--- src/rtl/command_manager.sv ---
// command_manager: decodes USART commands into register-bank writes/reads and packs responses; CMD_MANAGER_TIMEOUT_EN bounds the read wait
module command_manager #(
  parameter int MSG_LENGTH     = 48,
  parameter int DATA_LENGTH    = 32,
  parameter int ADDRWIDTH      = 8,
  parameter int COMMAND_WIDTH  = 5,
  parameter int TIMEOUT_CYCLES = 255
) (
  input  logic                     clk,
  input  logic                     rsnt,
  input  logic                     packet_received,
  input  logic [COMMAND_WIDTH-1:0] command,
  input  logic [ADDRWIDTH-1:0]     reg_addr,
  input  logic [DATA_LENGTH-1:0]   rx_data,
  output logic                     send_data,
  output logic [MSG_LENGTH-1:0]    tx_data,
  input  logic                     data_sent,
  output logic                     rb_wr_en,
  output logic                     rb_rd_en,
  output logic [ADDRWIDTH-1:0]     rb_addr,
  output logic [DATA_LENGTH-1:0]   rb_wr_data,
  input  logic [DATA_LENGTH-1:0]   rb_rd_data,
  input  logic                     rb_rd_valid,
  output logic                     busy,
  output logic [7:0]               drop_count
);
  typedef enum logic [2:0] {IDLE, DECODE, WRITE, READ_WAIT, SEND, WAIT_SENT} state_t;
  localparam logic [COMMAND_WIDTH-1:0] OP_WRITE = COMMAND_WIDTH'(1);
  localparam logic [COMMAND_WIDTH-1:0] OP_READ  = COMMAND_WIDTH'(2);
  state_t state, next;
  logic [COMMAND_WIDTH-1:0] cmd_q;
  logic [ADDRWIDTH-1:0]     addr_q;
  logic [DATA_LENGTH-1:0]   data_q;
  logic [DATA_LENGTH-1:0]   resp_d;
  logic [2:0]               status_d;
  logic                     bad_hold;
  logic                     timed_out;
`ifdef CMD_MANAGER_TIMEOUT_EN
  logic [7:0] wait_cnt;
  always_ff @(posedge clk or posedge rsnt)
    if (rsnt) wait_cnt <= '0;
    else wait_cnt <= (state == READ_WAIT) ? wait_cnt + 8'd1 : '0;
  assign timed_out = (state == READ_WAIT) && (wait_cnt == 8'(TIMEOUT_CYCLES - 1));
`else
  assign timed_out = 1'b0;
`endif
  assign busy       = state != IDLE;
  assign rb_wr_en   = state == WRITE;
  assign rb_rd_en   = (state == DECODE) && (cmd_q == OP_READ);
  assign rb_addr    = addr_q;
  assign rb_wr_data = data_q;
  // bad opcodes spend a second cycle in DECODE so they answer with the same latency as writes
  always_comb begin
    next     = state;
    status_d = 3'b000;
    resp_d   = '0;
    case (state)
      IDLE:      next = packet_received ? DECODE : IDLE;
      DECODE:
        if (cmd_q == OP_WRITE) next = WRITE;
        else if (cmd_q == OP_READ) next = READ_WAIT;
        else begin
          next     = bad_hold ? SEND : DECODE;
          status_d = 3'b001;
        end
      WRITE: begin
        next   = SEND;
        resp_d = data_q;
      end
      READ_WAIT:
        if (rb_rd_valid) begin
          next   = SEND;
          resp_d = rb_rd_data;
        end else if (timed_out) begin
          next     = SEND;
          status_d = 3'b010;
        end
      SEND:      next = WAIT_SENT;
      WAIT_SENT: next = data_sent ? IDLE : WAIT_SENT;
      default:   next = IDLE;
    endcase
  end
  always_ff @(posedge clk or posedge rsnt)
    if (rsnt) begin
      state      <= IDLE;
      cmd_q      <= '0;
      addr_q     <= '0;
      data_q     <= '0;
      bad_hold   <= 1'b0;
      send_data  <= 1'b0;
      tx_data    <= '0;
      drop_count <= '0;
    end else begin
      state    <= next;
      bad_hold <= (state == DECODE) && (next == DECODE);
      if (state == IDLE && packet_received) begin
        cmd_q  <= command;
        addr_q <= reg_addr;
        data_q <= rx_data;
      end
      if (state != IDLE && packet_received && drop_count != 8'hFF) drop_count <= drop_count + 8'd1;
      if (next == SEND) begin
        tx_data   <= MSG_LENGTH'({status_d, cmd_q, addr_q, resp_d});
        send_data <= 1'b1;
      end else if (state == WAIT_SENT && data_sent) send_data <= 1'b0;
    end
endmodule

--- config.mk ---
export PLATFORM = sky130hd
export DESIGN_NAME = command_manager
export DESIGN_NICKNAME = d
export VERILOG_FILES = /design/src/rtl/command_manager.sv
export SDC_FILE = /design/constraint.sdc
export NUM_CORES = 1
export LEC_CHECK = 0
export CAP_MARGIN = 0
export CORE_MARGIN = 2
export CORE_UTILIZATION = 44
export CTS_CLUSTER_DIAMETER = 80
export CTS_CLUSTER_SIZE = 8
export DETAILED_ROUTE_END_ITERATION = 12
export PLACE_DENSITY_LB_ADDON = 0.05
export REMOVE_ABC_BUFFERS = 1
export SLEW_MARGIN = 20
export SYNTH_ARGS = -nofsm -noshare
export SYNTH_HDL_FRONTEND = slang
export SYNTH_SLANG_ARGS = --single-unit
--- constraint.sdc ---
create_clock -name clk -period 4.83 [get_ports clk]
set_input_delay 0.966 -clock clk [delete_from_list [all_inputs] [get_ports clk]]
set_output_delay 0.966 -clock clk [all_outputs]
set_load 0.01 [all_outputs]
==> results by stage <==
Yosys:
- Synthesis produced a netlist whose cell count is 347.
- Synthesis instantiated 43 different standard cells from the library.
- The total of warnings raised by yosys is 0.
- After synthesis, the cell types taking the most area are sky130_fd_sc_hd__dfrtp_1 (55%), sky130_fd_sc_hd__mux2_2 (12%), sky130_fd_sc_hd__o2bb2ai_2 (9.2%).
- The async set or reset register ratio after synthesis is 100.0%.
- The synthesized netlist occupies a cell area of 4712 um2.
- sky130_fd_sc_hd__dfrtp_1 takes more of the synthesized area than any other cell.
- In this run the biggest area consumer among cell types represents 55.23% of the synthesized area.
- The average cell area after synthesis is 13.58 um2.
- The leading register cell type out of synthesis is sky130_fd_sc_hd__dfrtp_1.
- The synthesized design contains 104 register bits.
- Sequential elements use 55.23% of the synthesized area.
- The count of flip-flops with a built-in enable after synthesis is 0.

GRT:
- The via count of the first global-routing pass is 3513.
- Entering global routing, the biggest net connects 53 pins.
- Across every metal layer, demand over resource in global routing totals 20.11%.
- The aggregate global routing overflow is 0.
- The initial antenna violation count is 0.
- The wire length of the first global-routing pass is 18080 um.

Route:
- For this block, the via count after detailed routing is 3362.
- The remaining number of nets flagged by the antenna check after routing is 0.
- In this run, the number of DRC markers left after iteration 0 of detailed routing was 123.
- The routed wire length per instance is 17.24 um.
- After detailed routing, the number of remaining DRC violations is 0.
- In the routed layout, each cell is associated on average with a via count of 5.094.
- Summed over all layers, the routed wires come to 11380 um.
- The first detailed-routing pass took 4 iterations.

Timing:
- Measured against its own limit, the worst slew margin works out to 43.55%.
- The count of final hold-check violations is 0.
- Derived from the worst setup path, the maximum achievable clock frequency is 313.6 MHz.
- Setup repair after global routing left no endpoint under its margin.
- The transition time at the pin with the least slew margin is 844.7 ps.
- The final critical-path share of the clock period is 66.02%.
- The number of max-slew violations in the final report is 0.
- The final setup violation count is 0.
- The shortest period the worst path allows is 3189 ps.
- The final worst clock skew is 12.12 ps.
- Setup total negative slack on the finished layout was measured at 0 ps.

Layout:
- The area growth from synthesis to layout is 44.00%.
- The final core utilization is 65.43%.
- The post-route standard cell area excluding fillers is 6785 um2.
- The ratio of cells with drive above 1 in the final layout is 21.95%.
- The repair_antennas step left the layout with diodes totalling 0.
- At the end of the flow, the number of nets in the layout was 605.

Setup path:
- The critical path arrival is 2220 ps.
- STA classifies the critical path startpoint as a flop.
- The worst register-to-register path has a setup slack of 2150 ps.
- The highest net fanout along the worst path is 15.
- STA classifies the critical path endpoint as an output port.
- The category of the most critical setup path is flop to output port.
- The origin of the critical flop-to-flop path is state[0].
- The capture instance of the worst register-to-register path is rb_wr_data[24].
- At the worst endpoint, the required time is 3860 ps.
- Counting cells, the worst reg-to-reg path comes to 4.

Die:
- In this run the standard cell core region covers 10370 um2.
- The I/O pin total is 182.
- The die is 107.5 um wide.
- The initial utilization of the core area, before any placement, comes to 45.44%.
- The die covers 11550 um2.
- Row generation in the floorplan step produced 37 rows.
- The die is 107.5 um tall.

Min path:
- In this run the most critical hold path is launched from send_data.
- In this run the worst hold path is classified as flop to flop.
- For hold timing, the worst endpoint is send_data.
- The worst hold path cell count is 2.

Clocking:
- In this run the post-CTS setup repair buffer count came out at 0.
- The clock-pin slew of the registers on the worst-case setup and hold paths is 90 ps.
- The TritonCTS sink count is 104.
- Clock latency on the worst-skew pair, taken at its later pin, is 360 ps.
- Gates resized during post-CTS repair numbered 0.
- The clock tree from TritonCTS is yes.
- The H-tree generated during clock tree synthesis spans 3 levels.
- The maximum buffer depth of the clock tree is 2.
- The clock tree root driver cell is sky130_fd_sc_hd__clkbuf_8.
- The count of hold buffers inserted by post-cts repair is 0.
- The number of clock buffers added by TritonCTS is 9.

Place:
- The weighted congestion at the end of routability-driven global placement is 0.7804.
- The count of input and output buffers is 179.
- Once placement finished, the instance area stood at 6541 um2.
- Detailed placement finished with a half-perimeter wire length of 7914 um.

Run:
- The tool flagged a number of max-cap violations equal to 0.

Power and ir drop:
- The worst IR drop on VDD is 0.3993 mV.
- The cell leakage power is 2.730 nW.
- Power spread over the standard cell area amounts to 694.1 nW/um2.

Status:
- The run finished with clean final reports.
-- state kept, by name, indices dropped and copies added, names as in the netlist --
signal      flops
send_data       1
bad_hold        1
state           3
tx_data        46
rb_addr         8
rb_wr_data     32
cmd_q           5
drop_count      8
-- report_power, final --
part	internal (mW)	switching (mW)	total, mW
Sequential	1.31	0.342	1.65
Combinational	1.39	0.992	2.38
Clock	0.389	0.287	0.676
Total	3.09	1.62	4.71
-- critical path, stage by stage (launching register included) --
cell                              delay, ps
sky130_fd_sc_hd__dfrtp_1                640
sky130_fd_sc_hd__nor2b_4                290
sky130_fd_sc_hd__and2b_4                190
sky130_fd_sc_hd__nor3b_1                180
sky130_fd_sc_hd__clkdlybuf4s50_1        570
-- worst max-delay path by stage --
stage	slack, ps	cells after the start	start	to
after floorplan	1130	1	rsnt	bad_hold
after global placement	1660	5	packet_received	rb_wr_data[31]
after detailed placement	1630	5	packet_received	rb_wr_data[31]
after CTS	1590	4	state[0]	rb_rd_en
after global routing	1480	4	state[0]	rb_rd_en
final	1640	4	state[0]	rb_rd_en
-- Yosys cell counts, types with 2 or more instances --
cell type	n
sky130_fd_sc_hd__mux2_4	4
sky130_fd_sc_hd__o2bb2ai_2	29
sky130_fd_sc_hd__nor2b_1	33
sky130_fd_sc_hd__nor2_1	7
sky130_fd_sc_hd__clkbuf_1	10
sky130_fd_sc_hd__mux2_2	52
sky130_fd_sc_hd__o21ai_0	2
sky130_fd_sc_hd__xor2_1	3
sky130_fd_sc_hd__dfrtp_1	104
sky130_fd_sc_hd__nand2b_1	2
sky130_fd_sc_hd__buf_6	4
sky130_fd_sc_hd__o2bb2ai_1	3
sky130_fd_sc_hd__inv_1	3
sky130_fd_sc_hd__nand2_1	13
sky130_fd_sc_hd__xnor2_1	4
sky130_fd_sc_hd__buf_12	4
sky130_fd_sc_hd__a21oi_1	36
sky130_fd_sc_hd__nand3_1	5
sky130_fd_sc_hd__buf_4	2
sky130_fd_sc_hd__nand4_1	2
sky130_fd_sc_hd__mux2_1	3
-- area by class of cell --
type / count / area (um2)
clock inverter: 4 / 120.1
timing repair buffer: 185 / 1837
fill: 841 / 3585
clock buffer: 9 / 123.9
tap: 136 / 170.2
inverter: 3 / 13.76
sequential: 104 / 2603
multi-input combinational: 219 / 1918
-- cells in the final DEF (no fill, tap or decap), drive strengths merged, types with 5 or more instances in the layout --
cell type        n
nand3            5
clkbuf           9
a21oi           37
o2bb2ai         32
clkdlybuf4s50  179
buf              6
nand2           14
dfrtp          104
mux2            59
nor2             8
nor2b           34
-- cells by family (layout without fill, tap and decap cells) --
logic type	after synthesis	after routing	synth area share, %
buf+inv	25	201	4.195
compound gates	77	77	15.27
mux	59	59	14.42
fa+ha+maj	1	1	0.2655
other cells	1	2	0.07958
flops	104	104	55.23
simple gates	73	73	9.241
xor+xnor	7	7	1.301
-- per-stage QoR --
step	worst slack [ps]	power, mW	instances	hold slack [ps]
finish	1641	4.710	660	492.6
global route	1478	5.011	660	504.9
CTS	1595	4.759	660	496.5
detailed placement	1633	4.084	647	473.0
global placement	1661	4.024	647	461.8
floorplan	1132	2.892	326	462.3
-- routing by layer --
| metal | up-vias | GRT usage (%) | routed length, um |
|---|---|---|---|
| li1 | 1570 | - | - |
| met1 | 1664 | 27.02 | 5009 |
| met2 | 116 | 32.12 | 5386 |
| met3 | 12 | 5.085 | 824 |
| met4 | 0 | 6.227 | 158 |
| met5 | - | 0 | 0 |
No activity file was read; power rests on OpenSTA's default activity.
